===== config.mk =====
export PLATFORM = sky130hd
export DESIGN_NAME = clock_divider_multi
export DESIGN_NICKNAME = d
export VERILOG_FILES = /design/src/rtl/clock_divider_multi.sv
export SDC_FILE = /design/constraint.sdc
export NUM_CORES = 1
export LEC_CHECK = 0
export CELL_PAD_IN_SITES_DETAIL_PLACEMENT = 1
export CELL_PAD_IN_SITES_GLOBAL_PLACEMENT = 1
export CORE_UTILIZATION = 28
export DETAILED_ROUTE_END_ITERATION = 12
export PLACE_DENSITY_LB_ADDON = 0.2
export SETUP_SLACK_MARGIN = 0.5
export SKIP_CTS_REPAIR_TIMING = 1
export SLEW_MARGIN = 10
export SYNTH_ARGS = -nofsm -noshare
export SYNTH_HDL_FRONTEND = slang
export SYNTH_SLANG_ARGS = --single-unit

===== constraint.sdc =====
create_clock -name clock_in -period 16.2 [get_ports clock_in]
set_clock_uncertainty 0.1 [all_clocks]
set_input_delay 3.24 -clock clock_in [delete_from_list [all_inputs] [get_ports clock_in]]
set_output_delay 3.24 -clock clock_in [all_outputs]
set_load 0.02 [all_outputs]

===== src/rtl/clock_divider_multi.sv =====
// clock_divider_multi: multi-channel programmable clock divider.
// Each channel divides clock_in by its active divisor. The output is high
// for the first `high` cycles of every period. A one-cycle tick marks the
// start of each period. New div/high values load through a valid/ready
// port into a shadow copy. They become active only at a period boundary,
// or at once while the channel is disabled.
// Optional build macro CLKDIV_PHASE_ALIGN_EN adds a `sync` input. A sync
// strobe restarts every enabled channel together and applies any pending
// updates in that cycle.
module clock_divider_multi #(
   parameter int CHANNELS     = 4,
   parameter int CNT_W        = 28,
   parameter int DEFAULT_DIV  = 4,
   parameter int DEFAULT_HIGH = 1,
   localparam int CH_W        = (CHANNELS > 1) ? $clog2(CHANNELS) : 1
) (
   input  logic                clock_in,
   input  logic                rst,
`ifdef CLKDIV_PHASE_ALIGN_EN
   input  logic                sync,
`endif
   input  logic [CHANNELS-1:0] en,
   input  logic                cfg_valid,
   output logic                cfg_ready,
   input  logic [CH_W-1:0]     cfg_ch,
   input  logic [CNT_W-1:0]    cfg_div,
   input  logic [CNT_W-1:0]    cfg_high,
   output logic [CHANNELS-1:0] clock_out,
   output logic [CHANNELS-1:0] tick
);

   localparam logic [CNT_W-1:0] DEF_DIV  = CNT_W'(DEFAULT_DIV);
   localparam logic [CNT_W-1:0] DEF_HIGH = CNT_W'(DEFAULT_HIGH);
   localparam logic [CNT_W-1:0] ONE      = CNT_W'(1);

   logic [CNT_W-1:0]    div_q   [CHANNELS];
   logic [CNT_W-1:0]    high_q  [CHANNELS];
   logic [CNT_W-1:0]    div_s   [CHANNELS];
   logic [CNT_W-1:0]    high_s  [CHANNELS];
   logic [CNT_W-1:0]    cnt     [CHANNELS];
   logic [CNT_W-1:0]    div_eff [CHANNELS];
   logic [CHANNELS-1:0] pend;
   logic [CHANNELS-1:0] last;
   logic                in_range;
   logic                accept;
   logic                sync_int;

`ifdef CLKDIV_PHASE_ALIGN_EN
   assign sync_int = sync;
`else
   assign sync_int = 1'b0;
`endif

   // Handshake: ready depends only on pend and cfg_ch, never on cfg_valid.
   // Channels that do not exist are always ready, and their writes are dropped.
   always_comb begin
      in_range  = (32'(cfg_ch) < CHANNELS);
      cfg_ready = 1'b1;
      if (in_range) begin
         cfg_ready = !pend[cfg_ch];
      end
      accept = cfg_valid && cfg_ready;
   end

   // A divisor of 0 behaves as 1. `last` flags the wrap cycle of the period.
   always_comb begin
      for (int c = 0; c < CHANNELS; c++) begin
         div_eff[c] = (div_q[c] == '0) ? ONE : div_q[c];
         last[c]    = (cnt[c] == (div_eff[c] - ONE));
      end
   end

   // Per-channel counter, registered outputs, and shadow-to-active transfer.
   always_ff @(posedge clock_in) begin
      if (rst) begin
         for (int c = 0; c < CHANNELS; c++) begin
            cnt[c]    <= '0;
            div_q[c]  <= DEF_DIV;
            high_q[c] <= DEF_HIGH;
            div_s[c]  <= DEF_DIV;
            high_s[c] <= DEF_HIGH;
         end
         pend      <= '0;
         clock_out <= '0;
         tick      <= '0;
      end else begin
         for (int c = 0; c < CHANNELS; c++) begin
            if (!en[c]) begin
               cnt[c]       <= '0;
               clock_out[c] <= 1'b0;
               tick[c]      <= 1'b0;
               if (pend[c]) begin
                  div_q[c]  <= div_s[c];
                  high_q[c] <= high_s[c];
                  pend[c]   <= 1'b0;
               end
            end else begin
               clock_out[c] <= (cnt[c] < high_q[c]);
               tick[c]      <= (cnt[c] == '0);
               // sync takes priority over the wrap. Both restart the period.
               if (sync_int || last[c]) begin
                  cnt[c] <= '0;
                  if (pend[c]) begin
                     div_q[c]  <= div_s[c];
                     high_q[c] <= high_s[c];
                     pend[c]   <= 1'b0;
                  end
               end else begin
                  cnt[c] <= cnt[c] + ONE;
               end
            end
            // An accept needs pend clear, so it never overlaps an apply.
            if (accept && in_range && (CH_W'(c) == cfg_ch)) begin
               div_s[c]  <= cfg_div;
               high_s[c] <= cfg_high;
               pend[c]   <= 1'b1;
            end
         end
      end
   end

endmodule


==> metrics.cfg, run 1 <==
[timing]
rsz0062_at_grt = false
hold_viol = 0
worst_pin_slew_ps = 1103
hold_ws_ps = 405.1
finalSetupViolations = 0
slew_headroom_pct = 26.50
finalSetupTns_ps = 0
period_needed_ps = 8727
maxSlewViolCount = 0
period_share_pct = 53.87
timing.fmax_mhz = 114.6

[setup_path]
rrSetupSlack_ps = 10130
critPathBufInv = 3
r2r_start = div_q[1][11]$_SDFFCE_PN0P_
critPathMostFrequentCell = clkdlybuf4s50_1
crit_start = cfg_ch[0]
critPathTopFamily = buffers and inverters
crit_cells = 4
r2r_cells = 14
worst_r2r_endpoint = high_q[1][14]$_SDFFCE_PN0P_
critPathKind = input pin to output port
endpoint_kind = output port
worstSetupEndpoint = cfg_ready
crit_arrival_ps = 5390
crit_chain = clkdlybuf4s50_1 > mux4_2 > inv_1 > clkdlybuf4s50_1
cpPeakStageDelay_ps = 670
crit_fanout = 6
cp_slowest_cell = clkdlybuf4s50_1
required_ps = 12860
start_kind = input pin

[detailed_routing]
ant_nets = 0
wl_per_cell_um = 22.67
drtIter0Drc = 1326
drtPass1Iterations = 6
totalWireLength_mm = 95.99
viasPerCell = 4.918
vias = 20830
drcViolationCount = 0

[synth]
syn_area_per_cell_sq_um = 11.74
synth_top_cells_by_area = edfxtp_1 (55%), and2_1 (5.6%), ha_1 (4.9%), xnor2_1 (3.5%), xor2_1 (3.2%)
synthesis.area_sq_um = 30490
ys_ff_latch = 572
synth_top_cell_by_area = edfxtp_1
synth_top_area_share_pct = 55.15
ys_seq_area_share_pct = 55.93
synth_cells = 2598
yosys_warnings = 0
async_flop_share_pct = 0
synth_edf_count = 560
synth.distinct_cells = 88
synth_flop_cell = edfxtp_1

[power]
peakVddDrop_uv = 69.36
p_int_w = 0.002706
switching_share_pct = 25.28
p_switching_w = 0.0009154
clkPwrFrac_pct = 42.2
power_frac_seq_pct = 49.2
power_density_nw_per_um2 = 102.1
p_leak_nw = 12.79
combinationalPowerShare_pct = 8.5

[global_routing]
met1_usage_pct = 23.73
grt_pass1_wl_mm = 142.9
antenna_found_initial = 31
grt_max_degree = 59
overflow = 0
grt_pass1_vias = 21440
busiest_layer = met2
use_met2_pct = 28.42
grt_use_total_pct = 17.34
use_met3_pct = 2.230

[cts]
cts_root_buf = clkbuf_16
clockBufferDepth = 3
h-tree-depth = 3
path_clk_slew_ps = 60
clkLatencyLatePin_ps = 620
cts_buffers = 70
cts_num_sinks = 572
cts_tree = yes

[die]
die-area_sq_um = 110200
dieWidth_um = 332.0
die_h_um = 332.0
core-area_sq_um = 107500
ios = 74
initial_core_util_pct = 28.37
floorplan.rows = 120

[place]
place_inst = 4087
gp_congestion = 0.8426
port_buffers = 73
dpl.hpwl_mm = 66.67

[run]
drv_cap = 0

[cells_and_area]
final_cell_mix = edfxtp_1 (560), and2_1 (275), inv_1 (146), nor2_1 (146), xnor2_1 (121)
final_cell_count_no_fill = 4235
drive_gt1_share_pct = 6.970
layout_commonest_cell = edfxtp_1
area_growth_pct = 16.26
fillCellCount = 11750
fin_nets = 2941

[worst_hold_path]
hold_path_class = flop to flop

[run_status]
outcome = finished clean

[kinds of logic (layout without fill, tap and decap cells)]
| family | after synthesis | in the layout | synth area share, % |
|---|---|---|---|
| multiplexers | 21 | 21 | 0.7549 |
| AND/OR/NAND/NOR | 1137 | 1137 | 22.23 |
| buffers and inverters | 271 | 374 | 3.566 |
| XOR/XNOR | 235 | 235 | 6.795 |
| AO/OA/AOI/OAI | 241 | 241 | 5.789 |
| adder cells (fa/ha/maj) | 120 | 120 | 4.924 |
| flip-flops | 572 | 572 | 55.93 |
| other | 1 | 132 | 0.01230 |
[power by group through the flow]
stage | logic [W] | registers [W] | clock network [W]
6_report | 0.000309 | 0.00178 | 0.00153
3_5_place_dp | 0.000313 | 0.00181 | 0
5_1_grt | 0.000343 | 0.00179 | 0.00163
4_1_cts | 0.000315 | 0.00178 | 0.00158
3_3_place_gp | 0.000303 | 0.00181 | 0
2_1_floorplan | 0.000201 | 0.00178 | 0
[routing by layer]
layer	share of wire [%]	wire length, um
met2	47	45470
met1	44	42440
met5	0.015	14
met4	2.4	2336
met3	6.0	5727
[final cells by class]
| cell class | instances | area [sq um] | area share, % |
|---|---|---|---|
| sequential | 572 | 17060 | 48.11 |
| multi-input combinational | 1866 | 12910 | 36.41 |
| clock buffer | 91 | 1903 | 5.368 |
| tap | 1403 | 1755 | 4.952 |
| timing repair buffer | 100 | 933.4 | 2.633 |
| inverter | 146 | 548.0 | 1.546 |
| clock inverter | 37 | 296.5 | 0.8364 |
| antenna | 20 | 50.05 | 0.1412 |
[worst min path at each step]
stage                                          start                        end  slack, ps  cells after the start
final                     high_s[3][0]$_SDFFCE_PN1P_     high_q[3][0]$_DFFE_PP_        410                      1
after global routing      high_s[3][0]$_SDFFCE_PN1P_     high_q[3][0]$_DFFE_PP_        420                      1
after CTS                 high_s[3][0]$_SDFFCE_PN1P_     high_q[3][0]$_DFFE_PP_        400                      1
after detailed placement  high_s[3][0]$_SDFFCE_PN1P_     high_q[3][0]$_DFFE_PP_        390                      1
after global placement    high_s[3][0]$_SDFFCE_PN1P_     high_q[3][0]$_DFFE_PP_        390                      1
after floorplan            div_s[1][2]$_SDFFCE_PN1P_  div_q[1][2]$_SDFFCE_PN1P_        380                      1
[Yosys cell counts (4+ instances only)]
cell / n
buf_6: 8
o31ai_1: 9
a21oi_1: 36
a22oi_1: 5
a31o_2: 5
and4_1: 12
or3_1: 33
nand3b_1: 6
nor3b_1: 99
a2111oi_0: 6
o41ai_1: 4
dfxtp_1: 12
nand4_1: 54
nand2b_1: 31
edfxtp_1: 560
and2_1: 275
ha_1: 120
mux2_2: 6
xor2_1: 113
or4_1: 26
a31oi_1: 17
nor3b_2: 17
nor2b_1: 18
nand2_1: 65
a21o_1: 47
clkbuf_1: 108
a41oi_1: 4
or2_2: 10
nor3_1: 104
nand3_1: 75
a211oi_1: 9
o211ai_1: 14
nor2_1: 147
o2111ai_1: 4
o21ai_0: 25
inv_1: 146
buf_2: 8
and3_1: 83
o21a_1: 5
nor4b_1: 8
nor4_1: 54
mux2i_1: 14
xnor2_1: 121
[flip-flops by register name, indices dropped and copies added, names as in the netlist]
name / count
tick: 4
div_s: 112
high_q: 112
cnt: 112
high_s: 112
div_q: 112
pend: 4
clock_out: 4
[per-stage QoR]
step	total power, W	setup WS (ps)	cell area (sq um)	utilization [%]
3_3_place_gp	0.002116	7463	33200	30.88
2_1_floorplan	0.001980	6308	30910	-
4_1_cts	0.003681	7442	35400	32.93
6_report	0.003621	7473	35450	32.98
3_5_place_dp	0.002128	7441	33200	30.88
5_1_grt	0.003765	7396	35410	32.94
(Power assumes the default switching activity.)
==> run 2, diff against run 1 <==
==> constraint.sdc (replaced) <==
create_clock -name clock_in -period 8.9 [get_ports clock_in]
set_clock_uncertainty 0.1 [all_clocks]
set_input_delay 1.78 -clock clock_in [delete_from_list [all_inputs] [get_ports clock_in]]
set_output_delay 1.78 -clock clock_in [all_outputs]
set_load 0.02 [all_outputs]
==> run 2 against run 1 <==
Effect of this change: clock power rose by 92%; worst setup slack got worse by 4900 ps; largest cell class unchanged; largest power group unchanged; combinational power rose by 83%; count of clock-buffer cells in the layout fell by 6; cell count fell by 0.19%; first-iteration DRC count rose by 1.7%; power rose by 86%.
==> metrics.cfg, run 2 (same netlist as run 1, synthesis figures left out) <==
[setup_path]
critPathMostFrequentCell = buf_4
required_ps = 9100  ; -3760 ps
r2r_start = div_q[1][11]$_SDFFCE_PN0P_
crit_fanout = 34  ; +28
crit_chain = nor4_2 > nor2b_1 > and3_1 > a21oi_1 > ha_1 > inv_1 > nor3b_1 > nor4_1 > o211ai_1 > a2111oi_0 > nand4_1 > o31ai_4 > buf_4 > o21a_2 > buf_4
critPathBufInv = 3  ; unchanged
endpoint_kind = flop
critPathTopFamily = simple AND/OR/NAND/NOR gates
crit_arrival_ps = 6540  ; +1150 ps
critPathKind = flop to flop
worst_r2r_endpoint = high_q[1][13]$_SDFFCE_PN0P_
r2r_cells = 15  ; +1
cpPeakStageDelay_ps = 750  ; +80 ps
rrSetupSlack_ps = 2560  ; -7570 ps
cp_slowest_cell = o21a_2
start_kind = flop

[worst_hold_path]
holdPathEnd = div_q[0][2]$_SDFFCE_PN1P_
hold_depth = 1  ; unchanged
worstHoldStart = div_s[0][2]$_SDFFCE_PN1P_
hold_path_class = flop to flop

[cells_and_area]
layout_commonest_cell = edfxtp_1
fillCellCount = 11730  ; -0.12%
area_growth_pct = 16.66
final_cell_count_no_fill = 4227  ; -0.19%
final-seq-area_sq_um = 17060  ; unchanged
multi_input_area_sq_um = 12910  ; unchanged
drive_gt1_share_pct = 7.110  ; +0.14 points
final_cell_mix = edfxtp_1 (560), and2_1 (275), inv_1 (146), nor2_1 (146), xnor2_1 (121)
fin_nets = 2943  ; +0.068%

[cts]
h-tree-depth = 3  ; unchanged
path_clk_slew_ps = 60  ; about the same
cts_tree = yes
cts_root_buf = clkbuf_16
clkLatencyLatePin_ps = 630  ; about the same
cts_buffers = 72  ; +2.9%
clockBufferDepth = 3  ; unchanged
cts_num_sinks = 572  ; unchanged

[die]
dieWidth_um = 332.0  ; unchanged
die_h_um = 332.0  ; unchanged
ios = 74  ; unchanged
initial_core_util_pct = 28.37  ; unchanged
core-area_sq_um = 107500  ; unchanged
floorplan.rows = 120  ; unchanged
die-area_sq_um = 110200  ; unchanged

[detailed_routing]
drtPass1Iterations = 5  ; -1
drcViolationCount = 0  ; unchanged
wl_met1_mm = 42.61  ; +0.39%
drtIter0Drc = 1348  ; +1.7%
topRoutingLayerUsed = met5
wl_per_cell_um = 23.09  ; +1.9%
route.met3.wl_mm = 5.783  ; +0.98%
routed-wl-met2_mm = 45.91  ; +0.97%
ant_nets = 0  ; unchanged
vias = 20880  ; +0.23%
totalWireLength_mm = 97.59  ; +1.7%
viasPerCell = 4.939  ; +0.42%

[global_routing]
overflow = 0  ; unchanged
grt_max_degree = 59  ; unchanged
antenna_found_initial = 25  ; -19%
grt_pass1_vias = 21960  ; +2.4%
grt_use_total_pct = 17.63  ; +0.29 points
grt_pass1_wl_mm = 144.4  ; +1.1%

[timing]
rsz0062_at_grt = false
finalSetupViolations = 0  ; unchanged
maxSlewViolCount = 0  ; unchanged
setup_ws_ps = 2559  ; -4914 ps
period_share_pct = 71.25
worst_pin_slew_ps = 1135  ; +32.46 ps
period_needed_ps = 6341
hold_viol = 0  ; unchanged
timing.fmax_mhz = 157.7
slew_headroom_pct = 24.33  ; -2.2 points
finalSetupTns_ps = 0  ; unchanged

[place]
place_inst = 4087  ; unchanged
gp_congestion = 0.8689  ; +3.1%
dpl.hpwl_mm = 68.87  ; +3.3%
port_buffers = 73  ; unchanged
post-place-ws_ps = 2569  ; -4872 ps

[run]
drv_cap = 0  ; unchanged

[power]
power_density_nw_per_um2 = 189.8  ; +86%
p_leak_nw = 12.85  ; +0.51%
peakVddDrop_uv = 127.7  ; +84%
power.total_w = 0.006752  ; +86%

[run_status]
outcome = finished clean

[run 2: cell count changes in the layout (fill, tap and decap cells not counted), sizes merged]
cell / before / now
inv: 149 / 146
clkinvlp: 3 / 4
clkinv: 28 / 33
clkbuf: 91 / 85
bufinv: 3 / 7
diode: 20 / 11
[run 2: worst register-to-register path: stages (launching register included)]
cell,delay (ps)
edfxtp_1,460
nor4_2,660
nor2b_1,710
and3_1,380
a21oi_1,110
ha_1,280
inv_1,130
nor3b_1,80
nor4_1,280
o211ai_1,120
a2111oi_0,500
nand4_1,340
o31ai_4,310
buf_4,350
o21a_2,760
buf_4,450
[run 2: routing by layer]
| layer | vias to the layer above | track usage, % |
|---|---|---|
| li1 | 9733 | - |
| met1 | 10520 | 22.98 |
| met2 | 466 | 28.87 |
| met3 | 151 | 3.363 |
| met4 | 4 | 6.698 |
| met5 | - | 0 |
[run 2: worst max path at each step]
stage	start	end	cells past startpoint
finish	div_q[1][11]$_SDFFCE_PN0P_	high_q[1][13]$_SDFFCE_PN0P_	15
global route	div_q[1][11]$_SDFFCE_PN0P_	high_q[1][23]$_SDFFCE_PN0P_	15
CTS	div_q[1][11]$_SDFFCE_PN0P_	high_q[1][12]$_SDFFCE_PN0P_	15
detailed placement	div_q[1][11]$_SDFFCE_PN0P_	high_q[1][12]$_SDFFCE_PN0P_	15
global placement	div_q[1][11]$_SDFFCE_PN0P_	high_q[1][13]$_SDFFCE_PN0P_	14
floorplan	cfg_ch[1]	div_s[0][0]$_SDFFCE_PN0P_	2
[run 2: per-stage QoR]
step	instance area, sq um	utilization [%]	hold slack (ps)
after floorplan	30910	-	377.3
after global placement	33200	30.88	393.4
after detailed placement	33200	30.88	393.8
after CTS	35550	33.07	412.7
after global routing	35550	33.07	431.8
final	35580	33.09	411.5
[run 2: cell type report]
class / count / area share [%]
Inverter: 146 / 1.540
Clock inverter: 44 / 1.185
Clock buffer: 85 / 5.409
Multi-Input combinational cell: 1866 / 36.29
Tap cell: 1403 / 4.934
Timing Repair Buffer: 100 / 2.624
Antenna cell: 11 / 0.07737
Sequential cell: 572 / 47.94
[run 2: power by group]
group | switching, W | total (W) | internal [W]
sequential | 0.000138 | 0.00325 | 0.00311
combinational | 0.000352 | 0.000564 | 0.000212
clock | 0.00119 | 0.00294 | 0.00175
total | 0.00168 | 0.00675 | 0.00507
